File: config.mk
export PLATFORM = sky130hd
export DESIGN_NAME = rv32i_mem_arbiter_flat
export DESIGN_NICKNAME = d
export VERILOG_FILES = /design/src/rtl/rv32i_mem_arbiter_if.sv /design/src/rtl/rv32i_mem_arbiter.sv /design/src/flat_wrapper.sv
export SDC_FILE = /design/constraint.sdc
export NUM_CORES = 1
export LEC_CHECK = 0
export BUFFER_PORTS_ARGS = -buffer_cell sky130_fd_sc_hd__buf_2
export CORE_MARGIN = 10
export CORE_UTILIZATION = 25
export DETAILED_ROUTE_END_ITERATION = 7
export GPL_ROUTABILITY_DRIVEN = 0
export SLEW_MARGIN = 20
export SYNTH_ARGS = -nofsm -noshare
export SYNTH_HDL_FRONTEND = slang
export SYNTH_SLANG_ARGS = --single-unit
export TNS_END_PERCENT = 10
File: constraint.sdc
create_clock -name sys_clk -period 1.81 [get_ports sys_clk]
set_clock_uncertainty 0.15 [all_clocks]
set_input_delay 0.181 -clock sys_clk [delete_from_list [all_inputs] [get_ports sys_clk]]
set_output_delay 0.181 -clock sys_clk [all_outputs]
set_load 0.05 [all_outputs]
File: src/rtl/rv32i_mem_arbiter_if.sv
// Bundle between the fetch/load-store requesters, the arbiter and the single-port memory.
interface rv32i_mem_arbiter_if #(
  parameter int ADDR_W = 32,
  parameter int DATA_W = 32
);
  logic              if_req;
  logic [ADDR_W-1:0] if_addr;
  logic [DATA_W-1:0] if_rdata;
  logic              if_valid;
  logic              d_load;
  logic              d_store;
  logic [ADDR_W-1:0] d_addr;
  logic [DATA_W-1:0] d_wdata;
  logic [DATA_W-1:0] d_rdata;
  logic              d_done;
  logic [ADDR_W-1:0] mem_addr;
  logic [DATA_W-1:0] mem_wdata;
  logic              mem_re;
  logic              mem_we;
  logic [DATA_W-1:0] mem_rdata;
  logic              mem_ready;
  logic              bus_err;

  modport slave (
    input  if_req, if_addr, d_load, d_store, d_addr, d_wdata, mem_rdata, mem_ready,
    output if_rdata, if_valid, d_rdata, d_done, mem_addr, mem_wdata, mem_re, mem_we, bus_err
  );

  modport master (
    output if_req, if_addr, d_load, d_store, d_addr, d_wdata, mem_rdata, mem_ready,
    input  if_rdata, if_valid, d_rdata, d_done, mem_addr, mem_wdata, mem_re, mem_we, bus_err
  );
endinterface

File: src/rtl/rv32i_mem_arbiter.sv
// Fetch vs load/store arbiter for one single-port memory; request-to-pulse >= 2 cycles.
// Strobes held until mem_ready; after TIMEOUT not-ready cycles the access aborts with bus_err.
module rv32i_mem_arbiter #(
  parameter int ADDR_W  = 32,
  parameter int DATA_W  = 32,
  parameter int TIMEOUT = 255
) (
  input  logic                  sys_clk,
  input  logic                  sys_reset,
  rv32i_mem_arbiter_if.slave    bus
);
  localparam int CNT_W  = (TIMEOUT > 1) ? $clog2(TIMEOUT + 1) : 1;
  localparam bit TMO_EN = (TIMEOUT != 0);

  typedef enum logic [1:0] {S_IDLE, S_FETCH, S_DATA} state_t;

  state_t              r_state;
  logic [CNT_W-1:0]    r_cnt;
  logic                r_last_data;
  logic                r_is_store;
  logic [DATA_W-1:0]   r_if_rdata;
  logic [DATA_W-1:0]   r_d_rdata;
  logic [ADDR_W-1:0]   r_mem_addr;
  logic [DATA_W-1:0]   r_mem_wdata;
  logic                r_mem_re;
  logic                r_mem_we;
  logic                r_if_valid;
  logic                r_d_done;
  logic                r_bus_err;

  logic w_if_req;
  logic w_d_req;
  logic w_grant_fetch;
  logic w_grant_data;
  logic w_timeout;
  logic w_finish;

  // A requester whose pulse is visible this cycle is dropping its request on this edge.
  assign w_if_req      = bus.if_req & ~r_if_valid;
  assign w_d_req       = (bus.d_load | bus.d_store) & ~r_d_done;
  assign w_grant_fetch = w_if_req & (~w_d_req | r_last_data);
  assign w_grant_data  = w_d_req & ~w_grant_fetch;
  assign w_timeout     = TMO_EN && (r_cnt == CNT_W'(TIMEOUT)) && !bus.mem_ready;
  assign w_finish      = bus.mem_ready | w_timeout;

  always_ff @(posedge sys_clk or negedge sys_reset) begin
    if (!sys_reset) begin
      r_state     <= S_IDLE;
      r_cnt       <= '0;
      r_last_data <= 1'b0;
      r_is_store  <= 1'b0;
      r_if_rdata  <= '0;
      r_d_rdata   <= '0;
      r_mem_addr  <= '0;
      r_mem_wdata <= '0;
      r_mem_re    <= 1'b0;
      r_mem_we    <= 1'b0;
      r_if_valid  <= 1'b0;
      r_d_done    <= 1'b0;
      r_bus_err   <= 1'b0;
    end else begin
      r_if_valid <= 1'b0;
      r_d_done   <= 1'b0;
      r_bus_err  <= 1'b0;
      case (r_state)
        S_IDLE: begin
          if (w_grant_fetch) begin
            r_state     <= S_FETCH;
            r_mem_addr  <= bus.if_addr;
            r_mem_re    <= 1'b1;
            r_mem_we    <= 1'b0;
            r_is_store  <= 1'b0;
            r_last_data <= 1'b0;
            r_cnt       <= '0;
          end else if (w_grant_data) begin
            r_state     <= S_DATA;
            r_mem_addr  <= bus.d_addr;
            r_mem_re    <= ~bus.d_store;
            r_mem_we    <= bus.d_store;
            r_is_store  <= bus.d_store;
            r_last_data <= 1'b1;
            r_cnt       <= '0;
            if (bus.d_store) r_mem_wdata <= bus.d_wdata;
          end
        end
        S_FETCH: begin
          if (w_finish) begin
            r_state    <= S_IDLE;
            r_mem_re   <= 1'b0;
            r_mem_we   <= 1'b0;
            r_if_valid <= 1'b1;
            r_bus_err  <= ~bus.mem_ready;
            r_if_rdata <= bus.mem_ready ? bus.mem_rdata : '0;
          end else begin
            r_cnt <= r_cnt + 1'b1;
          end
        end
        S_DATA: begin
          if (w_finish) begin
            r_state   <= S_IDLE;
            r_mem_re  <= 1'b0;
            r_mem_we  <= 1'b0;
            r_d_done  <= 1'b1;
            r_bus_err <= ~bus.mem_ready;
            if (!bus.mem_ready)  r_d_rdata <= '0;
            else if (!r_is_store) r_d_rdata <= bus.mem_rdata;
          end else begin
            r_cnt <= r_cnt + 1'b1;
          end
        end
        default: r_state <= S_IDLE;
      endcase
    end
  end

  assign bus.if_rdata  = r_if_rdata;
  assign bus.if_valid  = r_if_valid;
  assign bus.d_rdata   = r_d_rdata;
  assign bus.d_done    = r_d_done;
  assign bus.mem_addr  = r_mem_addr;
  assign bus.mem_wdata = r_mem_wdata;
  assign bus.mem_re    = r_mem_re;
  assign bus.mem_we    = r_mem_we;
  assign bus.bus_err   = r_bus_err;
endmodule

File: src/flat_wrapper.sv
// flat-port wrapper written by rule: the top's interface ports become plain ports
module rv32i_mem_arbiter_flat 
#(
  parameter int ADDR_W  = 32,
  parameter int DATA_W  = 32,
  parameter int TIMEOUT = 255
)
  (sys_clk, sys_reset, bus_if_req, bus_if_addr, bus_d_load, bus_d_store, bus_d_addr, bus_d_wdata, bus_mem_rdata, bus_mem_ready, bus_if_rdata, bus_if_valid, bus_d_rdata, bus_d_done, bus_mem_addr, bus_mem_wdata, bus_mem_re, bus_mem_we, bus_bus_err);
  rv32i_mem_arbiter_if #(.ADDR_W(ADDR_W), .DATA_W(DATA_W)) bus_i ();
  input  logic sys_clk;
  input  logic sys_reset;
  input wire logic [$bits(bus_i.if_req)-1:0] bus_if_req;
  input wire logic [$bits(bus_i.if_addr)-1:0] bus_if_addr;
  input wire logic [$bits(bus_i.d_load)-1:0] bus_d_load;
  input wire logic [$bits(bus_i.d_store)-1:0] bus_d_store;
  input wire logic [$bits(bus_i.d_addr)-1:0] bus_d_addr;
  input wire logic [$bits(bus_i.d_wdata)-1:0] bus_d_wdata;
  input wire logic [$bits(bus_i.mem_rdata)-1:0] bus_mem_rdata;
  input wire logic [$bits(bus_i.mem_ready)-1:0] bus_mem_ready;
  output wire logic [$bits(bus_i.if_rdata)-1:0] bus_if_rdata;
  output wire logic [$bits(bus_i.if_valid)-1:0] bus_if_valid;
  output wire logic [$bits(bus_i.d_rdata)-1:0] bus_d_rdata;
  output wire logic [$bits(bus_i.d_done)-1:0] bus_d_done;
  output wire logic [$bits(bus_i.mem_addr)-1:0] bus_mem_addr;
  output wire logic [$bits(bus_i.mem_wdata)-1:0] bus_mem_wdata;
  output wire logic [$bits(bus_i.mem_re)-1:0] bus_mem_re;
  output wire logic [$bits(bus_i.mem_we)-1:0] bus_mem_we;
  output wire logic [$bits(bus_i.bus_err)-1:0] bus_bus_err;
  assign bus_i.if_req = bus_if_req;
  assign bus_i.if_addr = bus_if_addr;
  assign bus_i.d_load = bus_d_load;
  assign bus_i.d_store = bus_d_store;
  assign bus_i.d_addr = bus_d_addr;
  assign bus_i.d_wdata = bus_d_wdata;
  assign bus_i.mem_rdata = bus_mem_rdata;
  assign bus_i.mem_ready = bus_mem_ready;
  assign bus_if_rdata = bus_i.if_rdata;
  assign bus_if_valid = bus_i.if_valid;
  assign bus_d_rdata = bus_i.d_rdata;
  assign bus_d_done = bus_i.d_done;
  assign bus_mem_addr = bus_i.mem_addr;
  assign bus_mem_wdata = bus_i.mem_wdata;
  assign bus_mem_re = bus_i.mem_re;
  assign bus_mem_we = bus_i.mem_we;
  assign bus_bus_err = bus_i.bus_err;
  rv32i_mem_arbiter #(.ADDR_W(ADDR_W), .DATA_W(DATA_W), .TIMEOUT(TIMEOUT)) u_core (.sys_clk(sys_clk), .sys_reset(sys_reset), .bus(bus_i));
endmodule
; ---- Yosys cells after proc, flatten, opt, wreduce, memory -nomap -nowiden
; Cells that the tools add are included.
[classes]
n_addsub = 1
n_eq_ne = 7
n_mux = 27
bitwise_logic = 13
n_reduce_logical = 13
[op_table]
columns = cell, n
row1 = two-way mux 32 bit, 5
row2 = two-way mux 8 bit, 3
row3 = case mux 8 bit (2 select lines), 1
row4 = two-way mux 1 bit, 12
row5 = AND reduction 3 bit, 3
row6 = adder 8 x 1 -> 8 bit (second input constant), 1
row7 = equality test 8 bit (second input constant), 1
row8 = two-way mux 2 bit, 3
row9 = NOT 1 bit, 6
row10 = AND reduction 2 bit, 3
row11 = bitwise AND 1 bit, 4
row12 = inequality test 2 bit (second input constant), 2
row13 = case mux 1 bit (2 select lines), 2
row14 = case mux 2 bit (2 select lines), 1
row15 = AND reduction 4 bit, 1
row16 = nonzero test 2 bit, 2
row17 = inequality test 3 x 1 -> 1 bit (second input constant), 1
row18 = OR 1 bit, 3
row19 = equality test 2 x 1 -> 1 bit (second input constant), 1
row20 = equality test 2 bit (second input constant), 1
row21 = logical NOT 2 bit, 1
row22 = inequality test 2 x 1 -> 1 bit (second input constant), 1
row23 = OR reduction 2 bit, 1
row24 = logical AND 1 bit, 1
row25 = logical NOT 1 bit, 1
[totals]
regBits = 145
in_bits = 134
word_cells = 74

; ---- Depth between registers and ports, before layout
; Gate-level depths: netlist of the first run.
[depth]
word_depth = 10
mapped_depth = 8
mapped_depth_nobuf = 5

; ---- Worst setup path before layout of the first run
; No wires, ideal clock.
[synth_timing]
kind = flip-flop to flip-flop
from = register u_core.r_if_valid (netlist: u_core.bus.if_valid)
to = register u_core.r_mem_wdata[0] (netlist: u_core.bus.mem_wdata[0])
setup_time_ns = 0.125
arrival_time_ns = 1.630
t_required_ns = 1.535
slack_ns = -0.095
stages_incl_launch_ff = 7
n_path_buf = 2
period_less_slack_ns = 1.905
cell_sequence = dfrtp_1 -> nor2b_4 -> nand2_1 -> and4b_1 -> buf_6 -> buf_6 -> mux2_4
[synth_via]
elab_chain_len = 6
[synth_lines]
columns = element, line_no
row1 = start: declaration, rv32i_mem_arbiter.sv:27  ; logic r_if_valid;
row2 = start signal: assignment, rv32i_mem_arbiter.sv:58  ; r_if_valid <= 1'b0;
row3 = start signal: assignment, rv32i_mem_arbiter.sv:62  ; r_if_valid <= 1'b0;
row4 = start signal: assignment, rv32i_mem_arbiter.sv:91  ; r_if_valid <= 1'b1;
row5 = NOT 1 bit *, rv32i_mem_arbiter.sv:39  ; assign w_if_req = bus.if_req & ~r_if_valid;
row6 = bitwise AND 1 bit *, rv32i_mem_arbiter.sv:39
row7 = bitwise AND 1 bit *, rv32i_mem_arbiter.sv:41  ; assign w_grant_fetch = w_if_req & (~w_d_req | r_last_data);
row8 = NOT 1 bit (no line) *, n/a
row9 = bitwise AND 1 bit, rv32i_mem_arbiter.sv:42  ; assign w_grant_data = w_d_req & ~w_grant_fetch;
row10 = AND reduction 4 bit (no line) *, n/a
row11 = end signal: assignment, rv32i_mem_arbiter.sv:83  ; if (bus.d_store) r_mem_wdata <= bus.d_wdata;
row12 = end: declaration, rv32i_mem_arbiter.sv:24  ; logic [DATA_W-1:0] r_mem_wdata;
; Every way passes the cells marked *; elsewhere a longest branch is shown, timed or not.
; A chain may end at the register's enable or synchronous reset.

; ---- Worst setup path in the final report of the first run
[layout_timing]
from = register u_core.r_state[0]
to = register u_core.r_mem_wdata[30] (netlist: u_core.bus.mem_wdata[30])
[layout_via]
elab_chain_len = 2
[layout_lines]
columns = element, line_no
row1 = start: declaration, rv32i_mem_arbiter.sv:17  ; state_t r_state;
row2 = start signal: assignment, rv32i_mem_arbiter.sv:48  ; r_state <= S_IDLE;
row3 = start signal: assignment, rv32i_mem_arbiter.sv:68  ; r_state <= S_FETCH;
row4 = start signal: assignment, rv32i_mem_arbiter.sv:76  ; r_state <= S_DATA;
row5 = logical NOT 2 bit, rv32i_mem_arbiter.sv:65  ; case (r_state)
row6 = AND reduction 4 bit (no line), n/a
; Every way passes these cells.

==> flow_summary.json, run 1 <==
{
  "cp_max_fo": 14,
  "mappedNetlistNets": 595,
  "worst_pin_slew_ns": 0.356,
  "yosysTopAreaCell": "dfrtp_1",
  "powerDensity_mw_per_mm2": 2030,
  "clkSinkCount": 145,
  "cts_tree": "done",
  "grt_use_total_pct": 13.2,
  "cp.required_ns": 1.95,
  "syn_avg_cell_area_sq_um": 13.3,
  "ant_nets": 0,
  "antenna_found_initial": 3,
  "cp.arrival_ns": 1.89,
  "die_h_um": 176,
  "numPortBuffers": 266,
  "routedWlPerCell_um": 17.1,
  "grt_pass1_wl_mm": 32.7,
  "num_rows": 56,
  "grt_start_max_net_pins": 55,
  "synthTopCellsByArea": "dfrtp_1 (60%), a22o_1 (9.2%), mux2_4 (7.2%), mux2i_1 (5.3%), o21ai_1 (2.8%)",
  "max_freq_mhz": 574,
  "crit_type": "flip-flop to flip-flop",
  "final_util_pct": 42.0,
  "drc": 0,
  "pin_count": 267,
  "postSynthCellCount": 456,
  "period_needed_ns": 1.74,
  "hpwl_mm": 14.1,
  "ys_seq_area_share_pct": 59.9,
  "die_area_sq_mm": 0.0309,
  "synthArstFlopShare_pct": 100,
  "routed_wl_mm": 20.7,
  "slew-limit-headroom_pct": 76.3,
  "grt_pass1_vias": 5763,
  "hp-class": "input pin to asynchronous set/reset pin",
  "finalNonFillerCells": 1208,
  "synth.distinct_cells": 46,
  "core_sq_mm": 0.0237,
  "peakVddDrop_mv": 1.23,
  "top_layer_used": "met4",
  "synth_ff_type": "dfrtp_1",
  "syn_to_final_growth_pct": 64.0,
  "via_count": 5304,
  "fin_crit_sh_pct": 96.2,
  "dr_wl_met2_mm": 9.38,
  "final_nets": 1013,
  "rsz0062_at_grt": "yes",
  "finalHoldViolCount": 0,
  "yosysWarnings": 0,
  "status": "complete, no violations",
  "overflow": 0,
  "viasPerCell": 4.39,
  "ys_ff_latch": 145,
  "drive_above_1_share_pct": 42.9,
  "dr_wl_met3_mm": 1.80,
  "cp-start-kind": "flip-flop",
  "dr.first_iter.drc_count": 304,
  "synth_top_area_share_pct": 59.9,
  "drt_first_pass_iters": 6,
  "drv_cap": 0,
  "post_cts_buffers": 0,
  "drv_slew": 0,
  "power_leakage_uw": 0.00504,
  "cts-root-buf": "clkbuf_16",
  "wirelength_met1_mm": 9.20,
  "fin_tns_setup_ns": 0,
  "critPathCaptureType": "flip-flop",
  "placed_cells": 1044,
  "dieWidth_um": 176,
  "finalSetupViolations": 0,
  "worstSkewPairLatency_ns": 0.41,
  "synthTopCellsByCount": "dfrtp_1 (145), a22o_1 (64), nand2_1 (43)",
  "start_util_pct": 25.6,
  "htree_levels": 4,
  "cts_buffers": 17,
  "synth_edf_count": 0,
  "netlist_area_sq_mm": 0.00606,
  "cts_buffer_depth": 2,
  "cts.reportedPaths.clkPinSlew_ns": 0.06,
  "hold_ws_ns": 0.0935,
  "yosysMostFrequentCell": "dfrtp_1"
}
## cells by family after synthesis
group / Yosys count / synth area share, %
buffers and inverters: 37 / 3.82
AO/OA/AOI/OAI: 133 / 16.6
AND/OR/NAND/NOR: 72 / 5.70
flip-flops: 145 / 59.9
multiplexers: 64 / 13.0
adder cells (fa/ha/maj): 5 / 1.03
## repair_timing
action,CTS,global route
hold endpoints to repair,274,0
hold buffers,130,0
resized for setup,2,8
setup endpoints to repair,3,99
## critical path, cell delays in order (launching register included)
cell     delay, ns
dfrtp_1       0.38
inv_1         0.08
ha_2          0.18
and4b_4       0.31
buf_12        0.18
mux2_2        0.34
## cell type report
| type | count | area, sq um |
|---|---|---|
| Multi-Input combinational cell | 274 | 2250 |
| Clock inverter | 12 | 181 |
| Fill cell | 2205 | 13700 |
| Clock buffer | 19 | 453 |
| Antenna cell | 3 | 7.51 |
| Inverter | 6 | 22.5 |
| Timing Repair Buffer | 430 | 3000 |
| Tap cell | 319 | 399 |
| Sequential cell | 145 | 3630 |
## routing by layer
metal	track usage, %	vias up
met1	16.3	2545
met2	20.5	234
met5	0	-
li1	-	2504
met4	4.06	0
met3	5.58	21
## sequential cells by signal (all words and copies together), names as in the netlist
register,count
u_core.bus.d_rdata,32
u_core.bus.if_rdata,32
u_core.bus.mem_addr,32
u_core.bus.mem_wdata,32
u_core.r_cnt,8
u_core.r_state,2
u_core.bus.bus_err,1
u_core.bus.d_done,1
u_core.bus.if_valid,1
u_core.bus.mem_re,1
u_core.bus.mem_we,1
u_core.r_is_store,1
u_core.r_last_data,1
## cell usage in the layout, fill, tap and decap left out, types with 2 or more instances in the layout
cell,count
a21o_1,2
diode_2,3
and2_1,3
nand3_1,7
buf_4,23
buf_6,5
a41o_1,2
buf_12,7
o21ai_0,4
nand2_1,43
nor2_1,7
clkbuf_16,17
o21ai_1,32
inv_1,5
a31oi_1,4
mux2i_1,32
dfrtp_1,144
buf_2,265
bufinv_16,4
dlygate4sd3_1,130
clkinv_2,2
ha_1,4
o21ai_4,2
inv_6,2
clkbuf_8,2
clkinv_4,3
mux2_4,29
mux2_2,3
a22o_1,64
a21oi_1,9
## through the flow
step / cell area (sq um) / setup slack, ns / total power [uW]
floorplan: 6070 / -0.0103 / 13300
CTS: 9890 / 0.00520 / 20300
global placement: 7950 / 0.0339 / 16100
detailed placement: 7950 / 0.00232 / 16200
finish: 9940 / 0.0685 / 20100
global route: 9940 / -0.0184 / 21200
## path summary, 6_finish.rpt
check	from	endpoint	slack [ns]	cells past startpoint
worst min register to register	u_core.bus.mem_we	u_core.bus.mem_we	0.33	1
max in group asynchronous	sys_reset	u_core.bus.if_rdata[7]	0.80	3
worst max register to register	u_core.r_state[0]	u_core.bus.mem_wdata[30]	0.07	5
worst min-delay path	sys_reset	u_core.bus.mem_addr[12]	0.09	2
worst max-delay path	u_core.r_state[0]	u_core.bus.mem_wdata[30]	0.07	5
min in group sys_clk	bus_d_store	u_core.bus.mem_re	0.10	3
## power by group
| part | leakage, uW | internal [uW] | switching, uW |
|---|---|---|---|
| Combinational | 0.00294 | 3290 | 7510 |
| Sequential | 0.00180 | 4720 | 849 |
| Clock | 0.000310 | 2390 | 1390 |
| Total | 0.00504 | 10400 | 9750 |
Note: power is estimated with default switching activity, not from simulation.
==> run 2, diff against run 1 <==
--- a/config.mk
+++ b/config.mk
@@ -10,6 +10,7 @@
 export CORE_UTILIZATION = 25
 export DETAILED_ROUTE_END_ITERATION = 7
 export GPL_ROUTABILITY_DRIVEN = 0
+export HOLD_SLACK_MARGIN = 0.12
 export SLEW_MARGIN = 20
 export SYNTH_ARGS = -nofsm -noshare
 export SYNTH_HDL_FRONTEND = slang
==> flow_summary.json, run 2 (synthesis gave the netlist of run 1 again) <==
{
  "cts_buffer_depth": 2,
  "cts_tree": "done",
  "core_sq_mm": 0.0237,
  "overflow": 0,
  "hpwl_mm": 14.1,
  "cp.arrival_ns": 1.88,
  "peakVddDrop_mv": 1.23,
  "dr.first_iter.drc_count": 317,
  "drc": 0,
  "worst_pin_slew_ns": 0.356,
  "worstSkewPairLatency_ns": 0.41,
  "syn_to_final_growth_pct": 64.3,
  "grt_use_total_pct": 13.2,
  "htree_levels": 4,
  "cts.reportedPaths.clkPinSlew_ns": 0.06,
  "grt_pass1_wl_mm": 32.7,
  "cp-start-kind": "flip-flop",
  "grt_start_max_net_pins": 55,
  "reg2reg_depth": 5,
  "routed_wl_mm": 20.8,
  "setup_slack_ns": 0.0706,
  "final_cell_mix": "buf_2 (265), dfrtp_1 (144), dlygate4sd3_1 (132)",
  "fin_crit_sh_pct": 96.1,
  "via_count": 5331,
  "num_rows": 56,
  "drive_above_1_share_pct": 42.8,
  "numPortBuffers": 266,
  "powerDensity_mw_per_mm2": 2020,
  "layout_commonest_cell": "buf_2",
  "antenna_found_initial": 2,
  "die_area_sq_mm": 0.0309,
  "final_cell_area_sq_mm": 0.00996,
  "critPathCaptureType": "flip-flop",
  "rsz0062_at_grt": "yes",
  "routedWlPerCell_um": 17.2,
  "cp.required_ns": 1.95,
  "start_util_pct": 25.6,
  "postPlaceCellArea_sq_mm": 0.00795,
  "die_h_um": 176,
  "status": "complete, no violations",
  "cts-root-buf": "clkbuf_16",
  "final_nets": 1015,
  "finalSetupViolations": 0,
  "cp_max_fo": 14,
  "drt_first_pass_iters": 6,
  "crit_type": "flip-flop to flip-flop",
  "grt_pass1_vias": 5759,
  "hp-class": "input pin to flip-flop",
  "place_ws_ns": 0.00232,
  "ant_nets": 0,
  "clkSinkCount": 145,
  "period_needed_ns": 1.74,
  "drv_slew": 0,
  "slew-limit-headroom_pct": 76.3,
  "max_freq_mhz": 575,
  "finalHoldViolCount": 0,
  "drv_cap": 0,
  "power_leakage_uw": 0.00505,
  "cts_buffers": 17,
  "viasPerCell": 4.41,
  "finalNonFillerCells": 1209,
  "placed_cells": 1044,
  "dieWidth_um": 176,
  "pin_count": 267,
  "hold_depth": 3
}
run 2: cell count changes in the layout (fill, tap and decap cells not counted):
cell,delta
dlygate4sd3_1,+2
diode_2,-1
run 2: path summary, 6_finish.rpt:
| kind | startpoint | slack, ns | to |
|---|---|---|---|
| setup / recovery | u_core.r_state[1] | 0.07 | u_core.bus.mem_wdata[29] |
| hold / removal | bus_d_load | 0.16 | u_core.r_state[1] |
| setup reg to reg | u_core.r_state[1] | 0.07 | u_core.bus.mem_wdata[29] |
| hold reg to reg | u_core.bus.mem_we | 0.33 | u_core.bus.mem_we |
| max in group asynchronous | sys_reset | 0.25 | u_core.bus.d_rdata[5] |
| min in group asynchronous | sys_reset | 0.64 | u_core.bus.mem_addr[12] |
run 2: where the power goes:
group          internal (uW)  total [uW]  leakage [uW]  switching, uW
combinational           3290       10800       0.00294           7520
clock                   2390        3790      0.000310           1400
sequential              4720        5570       0.00180            850
total                  10400       20200       0.00505           9770
run 2: repair_timing:
item	in CTS	in global routing
buffers inserted	0	0
hold endpoints to repair	277	0
setup endpoints to repair	3	99
resized for setup	2	8
hold buffers	132	0
run 2: through the flow:
step | util, % | total power, uW | hold slack, ns | TNS [ns]
after floorplan | - | 13300 | -0.265 | -0.119
after global placement | 33.6 | 16100 | -0.0485 | 0
after detailed placement | 33.6 | 16200 | -0.0466 | 0
after CTS | 41.9 | 20300 | 0.134 | 0
after global routing | 42.1 | 21200 | 0.153 | -0.0402
final | 42.1 | 20200 | 0.158 | 0
run 2: cell type report:
class	instances	area [sq um]
Tap cell	319	399
Sequential cell	145	3630
Clock buffer	19	453
Fill cell	2202	13700
Timing Repair Buffer	432	3020
Antenna cell	2	5.00
Multi-Input combinational cell	274	2250
Inverter	6	22.5
Clock inverter	12	181
run 2: routing by layer:
layer / vias to the layer above / routed length [um] / global-route usage (%)
met5: - / 0 / 0
met4: 0 / 279 / 3.85
met3: 17 / 1760 / 5.51
met2: 237 / 9480 / 20.6
met1: 2571 / 9290 / 16.4
li1: 2506 / - / -
run 2: critical path: stages, from the launching register on:
cell     delay, ns
dfrtp_1       0.37
inv_1         0.08
ha_2          0.18
and4b_4       0.31
buf_12        0.18
mux2_2        0.34
==> run 3, diff against run 2 <==
--- a/config.mk
+++ b/config.mk
@@ -5,6 +5,7 @@
 export SDC_FILE = /design/constraint.sdc
 export NUM_CORES = 1
 export LEC_CHECK = 0
+export ABC_AREA = 1
 export BUFFER_PORTS_ARGS = -buffer_cell sky130_fd_sc_hd__buf_2
 export CORE_MARGIN = 10
 export CORE_UTILIZATION = 25
==> flow_summary.json, run 3 <==
{
  "status": "complete, no violations",
  "htree_levels": 4,
  "ys_seq_area_share_pct": 56.8,
  "drc": 0,
  "switching_share_pct": 52.2,
  "die_area_sq_mm": 0.0324,
  "cts-root-buf": "clkbuf_16",
  "worstSkewPairLatency_ns": 0.41,
  "wirelength_met1_mm": 10.2,
  "dr.first_iter.drc_count": 450,
  "cp-start-kind": "flip-flop",
  "start_util_pct": 25.4,
  "p_int_uw": 9490,
  "p_comb_share_pct": 54.2,
  "cp.required_ns": 1.96,
  "grt_start_max_net_pins": 65,
  "powerDensity_mw_per_mm2": 1890,
  "mappedNetlistNets": 898,
  "top_layer_used": "met4",
  "power_leakage_uw": 0.00568,
  "antenna_found_initial": 2,
  "clkSinkCount": 145,
  "finalHoldViolCount": 0,
  "crit_type": "flip-flop to flip-flop",
  "peakVddDrop_mv": 1.12,
  "max_freq_mhz": 556,
  "pin_count": 267,
  "overflow": 0,
  "drive_above_1_share_pct": 32.6,
  "cp.arrival_ns": 1.95,
  "grt_pass1_wl_mm": 37.8,
  "clock_power_share_pct": 18.7,
  "yosysTopAreaCell": "dfrtp_1",
  "postSynthCellCount": 759,
  "worst-path-buf-inv": 2,
  "grt_use_total_pct": 14.2,
  "synthTopCellsByArea": "dfrtp_1 (57%), nand2_1 (20%), o21ai_0 (4.2%), nand3_1 (3.4%), inv_1 (3.3%)",
  "hp-class": "input pin to flip-flop",
  "syn_to_final_growth_pct": 64.6,
  "routed_wl_mm": 24.9,
  "placed_cells": 1341,
  "cts.reportedPaths.clkPinSlew_ns": 0.07,
  "synth_top_area_share_pct": 56.8,
  "timing.rr.start": "u_core.r_cnt[0]",
  "viasPerCell": 4.30,
  "fin_tns_setup_ns": 0,
  "drt_first_pass_iters": 5,
  "syn_avg_cell_area_sq_um": 8.42,
  "fin_crit_sh_pct": 99.4,
  "final_nets": 1321,
  "final_cell_mix": "nand2_1 (334), buf_2 (266), dfrtp_1 (145)",
  "yosysWarnings": 0,
  "via_count": 6566,
  "critPathMaxStageDelay_ns": 0.37,
  "grt_pass1_vias": 6896,
  "dieWidth_um": 180,
  "die_h_um": 180,
  "hp-start": "bus_d_load",
  "nFillCells": 2432,
  "finalNonFillerCells": 1527,
  "seqPwrFrac_pct": 27.1,
  "synth_edf_count": 0,
  "critPathCaptureType": "flip-flop",
  "ant_nets": 0,
  "cp_top_family": "simple AND/OR/NAND/NOR gates",
  "synth.distinct_cells": 24,
  "drv_cap": 0,
  "synthArstFlopShare_pct": 100,
  "cts_tree": "done",
  "cts_buffers": 17,
  "hold_ws_ns": 0.204,
  "ys_ff_latch": 145,
  "core_sq_mm": 0.0252,
  "netlist_area_sq_mm": 0.00639,
  "yosysMostFrequentCell": "nand2_1",
  "cp_max_fo": 6,
  "crit_chain": "ha_2, nand2_2, nor2_4, nand2_2, nand2_4, buf_4, nand3_2, buf_4, nand2_1, o21ai_0",
  "synthTopCellsByCount": "nand2_1 (342), dfrtp_1 (145), inv_1 (56)",
  "dr_wl_met2_mm": 11.9,
  "worst_pin_slew_ns": 0.374,
  "cts_buffer_depth": 2,
  "routedWlPerCell_um": 16.3,
  "period_needed_ns": 1.80,
  "num_rows": 58,
  "slowest_stage": "dfrtp_1",
  "dr_wl_met3_mm": 2.28,
  "numPortBuffers": 266,
  "synth_ff_type": "dfrtp_1",
  "startpoint": "u_core.r_cnt[0]",
  "rsz0062_at_grt": "yes",
  "hpwl_mm": 16.1,
  "finalSetupViolations": 0,
  "p_switching_uw": 10400,
  "slew-limit-headroom_pct": 75.0,
  "layout_commonest_cell": "nand2_1",
  "drv_slew": 0
}
## run 3: path summary, 6_finish.rpt
check                                          to  slack [ns]  cells past startpoint
max                        u_core.bus.d_rdata[23]        0.01                     10
min                             u_core.r_state[1]        0.20                      7
max reg2reg                u_core.bus.d_rdata[23]        0.01                     10
min reg2reg                u_core.bus.mem_addr[5]        0.32                      2
max in group asynchronous   u_core.bus.d_rdata[9]        0.35                      4
min in group asynchronous  u_core.bus.d_rdata[26]        0.60                      3
## run 3: worst register-to-register path, stage by stage (launching register included)
cell     delay [ns]
dfrtp_1        0.37
ha_2           0.20
nand2_2        0.07
nor2_4         0.12
nand2_2        0.08
nand2_4        0.13
buf_4          0.14
nand3_2        0.11
buf_4          0.18
nand2_1        0.06
o21ai_0        0.07
## run 3: through the flow
| stage | total power, uW | util, % | cell area (sq um) | worst slack, ns |
|---|---|---|---|---|
| floorplan | 12700 | - | 6390 | 0.0669 |
| global placement | 15500 | 32.8 | 8260 | 0.0853 |
| detailed placement | 15700 | 32.8 | 8260 | 0.0293 |
| CTS | 19700 | 40.5 | 10200 | 0.0336 |
| global route | 21100 | 41.8 | 10500 | -0.0882 |
| finish | 19900 | 41.8 | 10500 | 0.0112 |
## run 3: metal layers
layer | global-route usage (%) | vias to the layer above
li1 | - | 3237
met1 | 16.7 | 3027
met2 | 23.4 | 269
met3 | 5.56 | 33
met4 | 4.90 | 0
met5 | 0 | -
## run 3: cells by family (layout without fill, tap and decap cells)
logic type / Yosys count / in the layout / synth area share, %
simple gates: 409 / 411 / 25.9
xor+xnor: 1 / 1 / 0.137
other cells: 0 / 2 / 0
fa+ha+maj: 5 / 5 / 0.979
buf+inv: 94 / 528 / 6.54
flops: 145 / 145 / 56.8
compound gates: 105 / 105 / 9.67
## run 3: power groups by stage
stage	sequential [uW]	clock (uW)	combinational (uW)
floorplan	10000	0	2620
global placement	5370	0	10200
detailed placement	5410	0	10300
CTS	5380	3870	10500
global route	5560	4000	11500
finish	5380	3720	10800
## run 3: cell type report
| cell class | instances | area [sq um] | share of cell area (%) |
|---|---|---|---|
| inverter | 56 | 210 | 2.00 |
| tap | 330 | 413 | 3.93 |
| sequential | 145 | 3630 | 34.5 |
| clock buffer | 17 | 425 | 4.04 |
| clock inverter | 15 | 194 | 1.84 |
| timing repair buffer | 440 | 3210 | 30.6 |
| antenna | 2 | 5.00 | 0.0476 |
| multi-input combinational | 522 | 2430 | 23.1 |
## run 3: repair_timing
item,in CTS,in global routing
gates resized for setup,0,24
hold endpoints to repair,279,0
setup buffers,0,10
endpoints found under the setup margin,0,94
hold buffers,133,0
